==> config.mk <==
export PLATFORM = sky130hd
export DESIGN_NAME = cmp_bist
export DESIGN_NICKNAME = d
export VERILOG_FILES = /design/src/rtl/cmp_bist_pkg.sv /design/src/rtl/cmp_bist_pair_counter.sv /design/src/rtl/cmp_bist.sv
export SDC_FILE = /design/constraint.sdc
export NUM_CORES = 1
export LEC_CHECK = 0
export ABC_AREA = 1
export CAP_MARGIN = 30
export CORE_ASPECT_RATIO = 0.75
export CORE_MARGIN = 2
export CORE_UTILIZATION = 40
export CTS_BUF_LIST = sky130_fd_sc_hd__clkbuf_8
export CTS_CLUSTER_DIAMETER = 40
export DETAILED_ROUTE_END_ITERATION = 8
export DONT_BUFFER_PORTS = 1
export HOLD_SLACK_MARGIN = 0.08
export MAX_ROUTING_LAYER = met4
export PLACE_DENSITY = 0.59
export SLEW_MARGIN = 20
export SYNTH_ARGS = -nofsm -noshare
export SYNTH_HDL_FRONTEND = slang
export SYNTH_SLANG_ARGS = --single-unit
==> constraint.sdc <==
create_clock -name clk_ -period 6 [get_ports clk_]
set_input_delay 0.9 -clock clk_ [delete_from_list [all_inputs] [get_ports clk_]]
set_output_delay 0.9 -clock clk_ [all_outputs]
set_load 0.02 [all_outputs]
==> src/rtl/cmp_bist_pkg.sv <==
// Shared definitions for the comparator BIST: sweep FSM encoding and default operand width.
package cmp_bist_pkg;

    localparam int unsigned SIZE_DEFAULT = 8;

    typedef enum logic [1:0] {
        ST_IDLE  = 2'd0,
        ST_DRIVE = 2'd1,
        ST_CHECK = 2'd2,
        ST_DONE  = 2'd3
    } state_t;

endpackage

==> src/rtl/cmp_bist_pair_counter.sv <==
// Two-level operand-pair counter: b is the inner loop, a the outer, both bounded by limit.
module pair_counter
    import cmp_bist_pkg::*;
#(
    parameter int unsigned SIZE_ = SIZE_DEFAULT
) (
    input  logic             clk_,
    input  logic             rst_,
    input  logic             clr,
    input  logic             inc,
    input  logic [SIZE_-1:0] limit,
    output logic [SIZE_-1:0] a,
    output logic [SIZE_-1:0] b,
    output logic             last
);

    logic [SIZE_-1:0] lim_m1;

    assign lim_m1 = limit - SIZE_'(1);
    assign last   = (a == lim_m1) && (b == lim_m1);

    // Wrap b at limit-1 and carry into a; inc is never issued on the last pair.
    always_ff @(posedge clk_) begin
        if (rst_) begin
            a <= '0;
            b <= '0;
        end else if (clr) begin
            a <= '0;
            b <= '0;
        end else if (inc) begin
            if (b == lim_m1) begin
                b <= '0;
                a <= a + SIZE_'(1);
            end else begin
                b <= b + SIZE_'(1);
            end
        end
    end

endmodule

==> src/rtl/cmp_bist.sv <==
// Self-test engine for the cmp magnitude comparator: sweeps all operand pairs below a
// limit, checks gt_ against an inline a>b, counts mismatches and keeps the first one.
module cmp_bist
    import cmp_bist_pkg::*;
#(
    parameter int unsigned SIZE_ = SIZE_DEFAULT
) (
    input  logic               clk_,
    input  logic               rst_,
    input  logic               start_,
    input  logic [SIZE_-1:0]   limit_,
    output logic [SIZE_-1:0]   a_,
    output logic [SIZE_-1:0]   b_,
    input  logic               gt_,
    output logic               busy_,
    output logic               done_,
    output logic               pass_,
    output logic [2*SIZE_-1:0] err_count_,
    output logic [SIZE_-1:0]   fail_a_,
    output logic [SIZE_-1:0]   fail_b_
);

    localparam int unsigned CW = 2 * SIZE_;

    state_t           state_q, state_nxt;
    logic [SIZE_-1:0] lim_q, lim_nxt;
    logic             busy_nxt, done_nxt, pass_nxt;
    logic [CW-1:0]    err_nxt;
    logic [SIZE_-1:0] fail_a_nxt, fail_b_nxt;
    logic             cnt_clr, cnt_inc, cnt_last;
    logic             mismatch_c;

    pair_counter #(.SIZE_(SIZE_)) u_pair_counter (
        .clk_  (clk_),
        .rst_  (rst_),
        .clr   (cnt_clr),
        .inc   (cnt_inc),
        .limit (lim_q),
        .a     (a_),
        .b     (b_),
        .last  (cnt_last)
    );

    assign mismatch_c = (gt_ != (a_ > b_));

    always_ff @(posedge clk_) begin
        if (rst_) begin
            state_q    <= ST_IDLE;
            lim_q      <= '0;
            busy_      <= 1'b0;
            done_      <= 1'b0;
            pass_      <= 1'b0;
            err_count_ <= '0;
            fail_a_    <= '0;
            fail_b_    <= '0;
        end else begin
            state_q    <= state_nxt;
            lim_q      <= lim_nxt;
            busy_      <= busy_nxt;
            done_      <= done_nxt;
            pass_      <= pass_nxt;
            err_count_ <= err_nxt;
            fail_a_    <= fail_a_nxt;
            fail_b_    <= fail_b_nxt;
        end
    end

    // Next state and next values of every registered output.
    always_comb begin
        state_nxt  = state_q;
        lim_nxt    = lim_q;
        busy_nxt   = busy_;
        done_nxt   = 1'b0;
        pass_nxt   = pass_;
        err_nxt    = err_count_;
        fail_a_nxt = fail_a_;
        fail_b_nxt = fail_b_;
        cnt_clr    = 1'b0;
        cnt_inc    = 1'b0;

        case (state_q)
            ST_IDLE: begin
                if (start_) begin
                    lim_nxt    = limit_;
                    err_nxt    = '0;
                    fail_a_nxt = '0;
                    fail_b_nxt = '0;
                    if (limit_ != '0) begin
                        state_nxt = ST_DRIVE;
                        busy_nxt  = 1'b1;
                        pass_nxt  = 1'b0;
                        cnt_clr   = 1'b1;
                    end else begin
                        state_nxt = ST_DONE;
                        done_nxt  = 1'b1;
                        pass_nxt  = 1'b1;
                    end
                end
            end
            ST_DRIVE: begin
                state_nxt = ST_CHECK;
            end
            ST_CHECK: begin
                if (mismatch_c) begin
                    err_nxt = err_count_ + CW'(1);
                    if (err_count_ == '0) begin
                        fail_a_nxt = a_;
                        fail_b_nxt = b_;
                    end
                end
                if (cnt_last) begin
                    state_nxt = ST_DONE;
                    busy_nxt  = 1'b0;
                    done_nxt  = 1'b1;
                    pass_nxt  = (err_nxt == '0);
                end else begin
                    state_nxt = ST_DRIVE;
                    cnt_inc   = 1'b1;
                end
            end
            ST_DONE: begin
                state_nxt = ST_IDLE;
            end
            default: begin
                state_nxt = ST_IDLE;
            end
        endcase
    end

endmodule

; Yosys cells after proc, flatten, opt, wreduce, memory -nomap -nowiden
; Cells that the tools add are included.
[word_totals]
ff_bits = 61
latchBits = 0
mem_bits_rw = 0
romBits = 0
input_bits = 12
output_inout_bits = 51
word_cells = 71
memories = 0
[op_classes]
addsub = 4
n_mul = 0
n_div = 0
magnitude_cmp = 1
eq_ne = 11
n_shift = 0
mux = 32
n_bitwise = 0
n_reduce_logical = 13
[ops]
columns = cell, n
row1 = two-way mux 16 bit, 3
row2 = two-way mux 8 bit, 6
row3 = zero test 16 bit, 2
row4 = case mux 16 bit (2 select lines), 1
row5 = case mux 8 bit (2 select lines), 2
row6 = "adder 16 x 1 -> 16 bit, second input constant", 1
row7 = "adder 8 x 1 -> 8 bit, second input constant", 2
row8 = == test 8 bit, 2
row9 = two-way mux 1 bit, 13
row10 = "inequality test 2 bit, second input constant", 5
row11 = greater-than comparator 8 bit, 1
row12 = case mux 2 bit (4 select lines), 1
row13 = AND reduction 4 bit, 2
row14 = nonzero test 8 bit, 1
row15 = "subtractor 8 x 1 -> 8 bit, second input constant", 1
row16 = two-way mux 2 bit, 3
row17 = case mux 1 bit (2 select lines), 3
row18 = AND reduction 2 bit, 3
row19 = "== test 2 bit, second input constant", 2
row20 = AND reduction 3 bit, 1
row21 = "== test 2 x 1 -> 1 bit, second input constant", 1
row22 = zero test 2 bit, 1
row23 = nonzero test 2 bit, 1
row24 = OR reduction 2 bit, 1
row25 = other kinds (2), 2

; Longest topological paths before layout
; Gate-level depths: netlist (run 1).
[depth]
word_depth = 7
depth_mapped = 20
mapped_depth_nobuf = 19

; Hierarchy
; From an unflattened synthesis (run 1), not the netlist that was laid out.
[unflattened]
cells_unflattened = 586
area_unflattened_um2 = 3966.3
[by_module_without_submodules]
columns = mod, instances, cells_each, area_per_inst_um2, seq_area_each_um2
row1 = cmp_bist, 1, 405, 2673.8, 900.9
row2 = pair_counter, 1, 181, 1292.5, 320.3

; Least setup slack after synthesis (run 1)
; OpenSTA, ideal clock, no wires.
[synth_path]
path_type = reg-to-reg
from = reg u_pair_counter.b[3]
to = reg fail_a_[0]
setup_ns = 0.117
arrival_ns = 2.317
required_time_ns = 5.883
slack_ns = 3.566
path_stages_with_launch = 18
path_buffers = 2
synth_period_minus_slack_ns = 2.434
cell_sequence = dfxtp_1 clkbuf_1 inv_1 ha_1 nand2_1 inv_1 nand2_1 nand2_1 nand2_1 nand2_1 nand3_1 nand2_1 nand2_1 nand2_1 inv_1 buf_2 a21oi_1 nor2_1
[synth_between]
elab_chain_len = 4
[synth_rtl]
columns = element, line
row1 = from (decl), cmp_bist_pair_counter.sv:13  ; output logic [SIZE_-1:0] b,
row2 = from (signal assigned), cmp_bist_pair_counter.sv:35  ; b <= b + SIZE_'(1);
row3 = greater-than comparator 8 bit, cmp_bist.sv:44  ; assign mismatch_c = (gt_ != (a_ > b_));
row4 = inequality test 1 bit, cmp_bist.sv:44
row5 = inequality test 2 bit (no line), n/a
row6 = AND reduction 4 bit (no line), n/a
row7 = to (signal assigned), cmp_bist.sv:63  ; fail_a_ <= fail_a_nxt;
row8 = to (decl), cmp_bist.sv:19  ; output logic [SIZE_-1:0] fail_a_,
; Every way passes these cells.
; A chain may end at the register's enable or synchronous reset.

; Final worst setup path (run 1)
[layout_path]
from = reg u_pair_counter.b[3]
to = reg fail_a_[4]
; Same word-level chain as after synthesis.

==> results of run 1 <==
-- metrics by stage --
step,std cells,cell area [um2]
4_1_cts,701,4060
3_3_place_gp,685,3820
6_report,701,4060
3_5_place_dp,685,3820
5_1_grt,701,4060
2_1_floorplan,572,3720
-- final cells by class --
cell class / instances / area, um2
Clock buffer: 9 / 124
Clock inverter: 7 / 115
Fill cell: 962 / 4990
Inverter: 57 / 214
Multi-Input combinational cell: 438 / 2220
Sequential cell: 61 / 1220
Tap cell: 128 / 160
Timing Repair Buffer: 1 / 7.51
-- sequential cells by signal (all words and copies together) (netlist names), 2 cells and up --
signal            flops
err_count_           16
fail_a_               8
fail_b_               8
lim_q                 8
state_q               2
u_pair_counter.a      8
u_pair_counter.b      8
-- report_power, final --
group	switching (mW)	total, mW	internal (mW)
registers	0.0279	0.451	0.423
clock network	0.171	0.445	0.274
logic	0.0927	0.134	0.0413
total	0.292	1.03	0.738
-- critical path: cells and delay by family, from the launching register on --
kind,cells,cell delay (ns)
and+or+nand+nor,10,1.51
DFF,1,0.65
buffers and inverters,3,0.57
adders and majority gates,1,0.34
AOI/OAI and AO/OA,1,0.23
-- how the worst max path moves through the flow --
stage	slack (ns)	from	end
floorplan	3.57	u_pair_counter.b[3]$_SDFFE_PP0P_	fail_a_[0]$_SDFFE_PP0P_
finish	2.59	u_pair_counter.b[3]$_SDFFE_PP0P_	fail_a_[4]$_SDFFE_PP0P_
global route	2.19	u_pair_counter.b[3]$_SDFFE_PP0P_	fail_a_[3]$_SDFFE_PP0P_
global placement	2.81	u_pair_counter.b[3]$_SDFFE_PP0P_	fail_a_[6]$_SDFFE_PP0P_
detailed placement	2.63	u_pair_counter.b[3]$_SDFFE_PP0P_	fail_a_[4]$_SDFFE_PP0P_
CTS	2.63	u_pair_counter.b[3]$_SDFFE_PP0P_	fail_a_[4]$_SDFFE_PP0P_
-- metal layers --
| metal | part of all wire, % | up-vias |
|---|---|---|
| met5 | 0 | - |
| met4 | 0.99 | 0 |
| met3 | 7.0 | 11 |
| met2 | 40 | 113 |
| met1 | 52 | 1664 |
| li1 | - | 1846 |
-- cells by family (layout without fill, tap and decap cells) --
kind of cell | count (synthesis) | count (layout)
compound gates | 94 | 94
xor+xnor | 32 | 32
fa+ha+maj | 13 | 13
buf+inv | 73 | 74
flops | 61 | 61
simple gates | 299 | 299
-- placed cells by master (no fill, tap or decap), types with 4 or more instances in the layout --
master,count
nand3_1,46
nor4_1,7
clkbuf_8,9
inv_1,55
nand4_1,5
ha_1,13
xnor2_1,4
a21oi_1,55
dfxtp_1,61
nor2_1,70
nand2_1,157
o21ai_0,31
xor2_1,27
==> results.json, run 1 <==
{
  "status": "finished, final reports clean",
  "setup_viol_count_final": 0,
  "via_count": 3634,
  "power_density_nw_per_um2": 254,
  "core_area_um2": 9050,
  "power.leakage_nw": 1.69,
  "diodes": 0,
  "initial_core_util_pct": 41.1,
  "synth_top_flop_cell": "dfxtp_1",
  "via_per_inst": 5.18,
  "seq_area_frac_synth_pct": 32.8,
  "timing.rr.end": "fail_a_[4]$_SDFFE_PP0P_",
  "gp_congestion": 0.890,
  "ir_drop_v": 0.000158,
  "async_reset_ff_share_pct": 0,
  "root_buffer": "clkbuf_8",
  "avgSynthCellArea_um2": 6.51,
  "ys_ff_latch": 61,
  "min_period_over_period_pct": 56.8,
  "die_area_um2": 10100,
  "layout_min_cycle_time_ns": 3.41,
  "fmax_ghz": 0.293,
  "yosysTopAreaCell": "dfxtp_1",
  "top_usage_layer": "met1",
  "cp_cell_sequence": "inv_1 > ha_1 > nand2_1 > inv_1 > nand2_1 > nand2_1 > nand2_1 > nand2_1 > nand3_1 > nand2_1 > nand2_1 > nand2_1 > inv_1 > a21oi_1 > nor2_1",
  "drive_above_1_share_pct": 5.24,
  "syn_nets": 597,
  "rr_startpoint": "u_pair_counter.b[3]$_SDFFE_PP0P_",
  "antenna_found_initial": 0,
  "grt_pass1_vias": 3219,
  "dr.pass1.iters": 4,
  "synth_top_family_by_area": "simple AND/OR/NAND/NOR gates",
  "yosys-top-cells-count": "nand2_1 (157), nor2_1 (70), dfxtp_1 (61)",
  "gr-usage-met1_pct": 32.5,
  "start_kind": "flip-flop",
  "num_io_pins": 63,
  "hold_viol": 0,
  "grtUsageMet2_pct": 28.9,
  "required_ns": 6.25,
  "synth-simple-area-share_pct": 34.5,
  "cp-end-kind": "flip-flop",
  "grt_setup_unrepaired": "no",
  "drcViolationCount": 0,
  "cts_tree": "done",
  "synth_xor_area_share_pct": 7.73,
  "hold_path_class": "reg -> reg",
  "gr-total-overflow": 0,
  "slowest_delay_ns": 0.65,
  "syn_area_um2": 3720,
  "cts_hold_buf": 0,
  "numCtsBuffers": 9,
  "insertion_delay_ns": 0.36,
  "setup_slack_ns": 2.59,
  "relSlewSlack_pct": 50.2,
  "reg2reg_setup_slack_ns": 2.59,
  "cts_setup_buffers": 0,
  "yosysWarnings": 0,
  "tightestPinTransition_ns": 0.746,
  "path_clk_slew_ns": 0.07,
  "setup.worst_path.class": "reg -> reg",
  "slew_violations": 0,
  "syn2layout_area_growth_pct": 9.04,
  "drt_iter0_drc": 273,
  "fin_total_pwr_mw": 1.03,
  "clock-sinks": 61,
  "ant_nets": 0,
  "synth_edf_count": 0,
  "hp-start": "state_q[0]$_SDFFE_PP0P_",
  "timing.hold.ws_ns": 0.492,
  "h-tree-depth": 3,
  "port_buffers": 0,
  "reg2reg_depth": 15,
  "crit_path_max_fanout": 17,
  "skew_ns": 0.00792,
  "place_worst_setup_slack_ns": 2.63,
  "cts_resized": 0,
  "maxCapViolations": 0,
  "fin_nets": 593,
  "setup-tns-final_ns": 0,
  "syn_inst": 572,
  "synth-compound-area-share_pct": 13.0,
  "grt_pass1_wl_mm": 16.7,
  "wl_mm": 10.5,
  "arrival_ns": 3.66,
  "dp_hpwl_mm": 7.75,
  "dieHeight_um": 87.5,
  "ys_types": 33,
  "die_w_um": 115,
  "wl_per_cell_um": 15.0,
  "synth_fa_ha_area_share_pct": 4.37,
  "fp-row-count": 30,
  "holdPathEnd": "done_$_SDFF_PP0_",
  "synthMuxAreaShare_pct": 0,
  "clk_path_buf_depth": 2,
  "final_util_pct": 44.9,
  "yosys.area.top_type_share_pct": 32.8,
  "met3_usage_pct": 5.67,
  "critPathMostFrequentCell": "nand2_1",
  "synthTopCellsByArea": "dfxtp_1 (33%), nand2_1 (16%), a21oi_1 (7.4%)",
  "yosysMostFrequentCell": "nand2_1",
  "gr-usage-all-layers_pct": 22.1,
  "hold-path-cell-count": 1,
  "cp_slowest_cell": "dfxtp_1",
  "grt_max_degree": 42
}
Note: power is estimated with default switching activity, not from simulation.
==> run 2: changes to the inputs <==
clock period = 3.3 ns   (was 6 ns; I/O delays follow)
==> run 2 against run 1 <==
  * Non-clock buffer count increased by 17
  * Via count increased by 4.6%
  * Combinational power increased by 90%
==> results.json, run 2 (synthesis gave the netlist of run 1 again) <==
{
  "cts_setup_buffers": 0,
  "dr.pass1.iters": 5,
  "required_ns": 3.54,
  "layout_commonest_cell": "nand2_1",
  "hp-start": "rst_",
  "dieHeight_um": 87.5,
  "reg2reg_depth": 17,
  "start_kind": "flip-flop",
  "setup_slack_ns": 0.303,
  "clk_path_buf_depth": 2,
  "cts_resized": 0,
  "clock-sinks": 61,
  "grt_pass1_vias": 3300,
  "timing.rr.end": "fail_a_[3]$_SDFFE_PP0P_",
  "via_count": 3802,
  "cts_hold_buf": 0,
  "h-tree-depth": 3,
  "power_density_nw_per_um2": 415,
  "top_register": "err_count_",
  "fin_total_pwr_mw": 1.72,
  "top_usage_layer": "met1",
  "antenna_found_initial": 0,
  "status": "finished, final reports clean",
  "grt_setup_unrepaired": "no",
  "relSlewSlack_pct": 58.1,
  "diodes": 0,
  "port_buffers": 0,
  "numCtsBuffers": 9,
  "cp-end-kind": "flip-flop",
  "layout.cells.most_common_list": "nand2_1 (156), nor2_1 (70), dfxtp_1 (61), inv_1 (55), a21oi_1 (55)",
  "grt_pass1_wl_mm": 17.5,
  "rr_startpoint": "u_pair_counter.a[0]$_SDFFE_PP0P_",
  "largest_reg_flops": 16,
  "hold-path-cell-count": 1,
  "setup-tns-final_ns": 0,
  "insertion_delay_ns": 0.34,
  "reg2reg_setup_slack_ns": 0.30,
  "initial_core_util_pct": 41.1,
  "hold_viol": 0,
  "gp_congestion": 0.974,
  "grt_max_degree": 42,
  "arrival_ns": 3.24,
  "setup.worst_path.class": "reg -> reg",
  "slew_violations": 0,
  "tightestPinTransition_ns": 0.627,
  "layout_min_cycle_time_ns": 3.00,
  "root_buffer": "clkbuf_8",
  "drcViolationCount": 0,
  "crit_path_max_fanout": 17,
  "n_fill_cell": 991,
  "fin_nets": 610,
  "dp_hpwl_mm": 8.20,
  "met3_usage_pct": 6.64,
  "drive_above_1_share_pct": 8.14,
  "syn2layout_area_growth_pct": 11.4,
  "place_worst_setup_slack_ns": 0.348,
  "via_per_inst": 5.30,
  "die_area_um2": 10100,
  "fmax_ghz": 0.334,
  "fp-row-count": 30,
  "cts_tree": "done",
  "ir_drop_v": 0.000225,
  "num_io_pins": 63,
  "min_period_over_period_pct": 90.8,
  "wl_mm": 10.9,
  "drt_iter0_drc": 304,
  "hold_path_class": "in -> reg",
  "power.leakage_nw": 1.76,
  "core_area_um2": 9050,
  "wl_per_cell_um": 15.2,
  "grtUsageMet2_pct": 29.3,
  "gr-total-overflow": 0,
  "gr-usage-met1_pct": 35.4,
  "setup_viol_count_final": 0,
  "holdPathEnd": "err_count_[2]$_SDFFE_PP0P_",
  "maxCapViolations": 0,
  "die_w_um": 115,
  "path_clk_slew_ns": 0.07,
  "skew_ns": 0.00274,
  "ant_nets": 0,
  "gr-usage-all-layers_pct": 23.2,
  "timing.hold.ws_ns": 0.217
}
[run 2: changes by cell type in the layout (fill, tap and decap cells not counted)]
cell / delta
buf_4: +17
bufinv_16: -2
clkbuf_8: +1
clkinv_2: +1
clkinv_4: -1
clkinvlp_4: +1
nand2_1: -1
nand2_2: +1
[run 2: cell type report]
class / instances / area (um2) / area share, %
clock inverter: 6 / 55.1 / 1.33
multi-input combinational: 438 / 2220 / 53.5
timing repair buffer: 18 / 135 / 3.26
inverter: 57 / 218 / 5.25
clock buffer: 10 / 138 / 3.32
tap: 128 / 160 / 3.86
sequential: 61 / 1220 / 29.5
[run 2: routing by layer]
layer / vias to the layer above / part of all wire, % / wire length (um)
li1: 1887 / - / -
met1: 1771 / 52 / 5710
met2: 135 / 39 / 4290
met3: 9 / 7.5 / 814
met4: 0 / 0.93 / 102
met5: - / 0 / 0
[run 2: worst max path at each step]
stage                                           startpoint                 endpoint  cells after the start
final                     u_pair_counter.a[0]$_SDFFE_PP0P_  fail_a_[3]$_SDFFE_PP0P_                     17
after global routing      u_pair_counter.a[0]$_SDFFE_PP0P_  fail_b_[6]$_SDFFE_PP0P_                     17
after CTS                 u_pair_counter.a[0]$_SDFFE_PP0P_  fail_a_[3]$_SDFFE_PP0P_                     17
after detailed placement  u_pair_counter.a[0]$_SDFFE_PP0P_  fail_a_[3]$_SDFFE_PP0P_                     17
after global placement    u_pair_counter.a[0]$_SDFFE_PP0P_  fail_b_[7]$_SDFFE_PP0P_                     17
after floorplan           u_pair_counter.b[3]$_SDFFE_PP0P_  fail_a_[0]$_SDFFE_PP0P_                     17
[run 2: critical path, cell delays in order (launching register included)]
cell,delay (ns)
dfxtp_1,0.56
inv_1,0.20
ha_1,0.23
inv_1,0.05
nand2_1,0.04
nand2_1,0.05
nand2_1,0.04
nand2_1,0.05
nand2_1,0.05
nand2_1,0.09
nand3_1,0.27
nand2_2,0.29
nand2_1,0.08
nand2_1,0.07
buf_4,0.24
clkinvlp_4,0.29
a21oi_1,0.22
nor2_1,0.05
[run 2: per-stage QoR]
stage               instances  instance area (um2)  utilization [%]
CTS                       718                 4140             45.8
detailed placement        702                 3950             43.6
global placement          702                 3950             43.6
global route              718                 4150             45.8
floorplan                 572                 3720                -
finish                    718                 4150             45.8
[run 2: where the power goes]
group / switching, mW / internal, mW
logic: 0.174 / 0.0792
clock network: 0.291 / 0.361
registers: 0.0486 / 0.769
total: 0.514 / 1.21
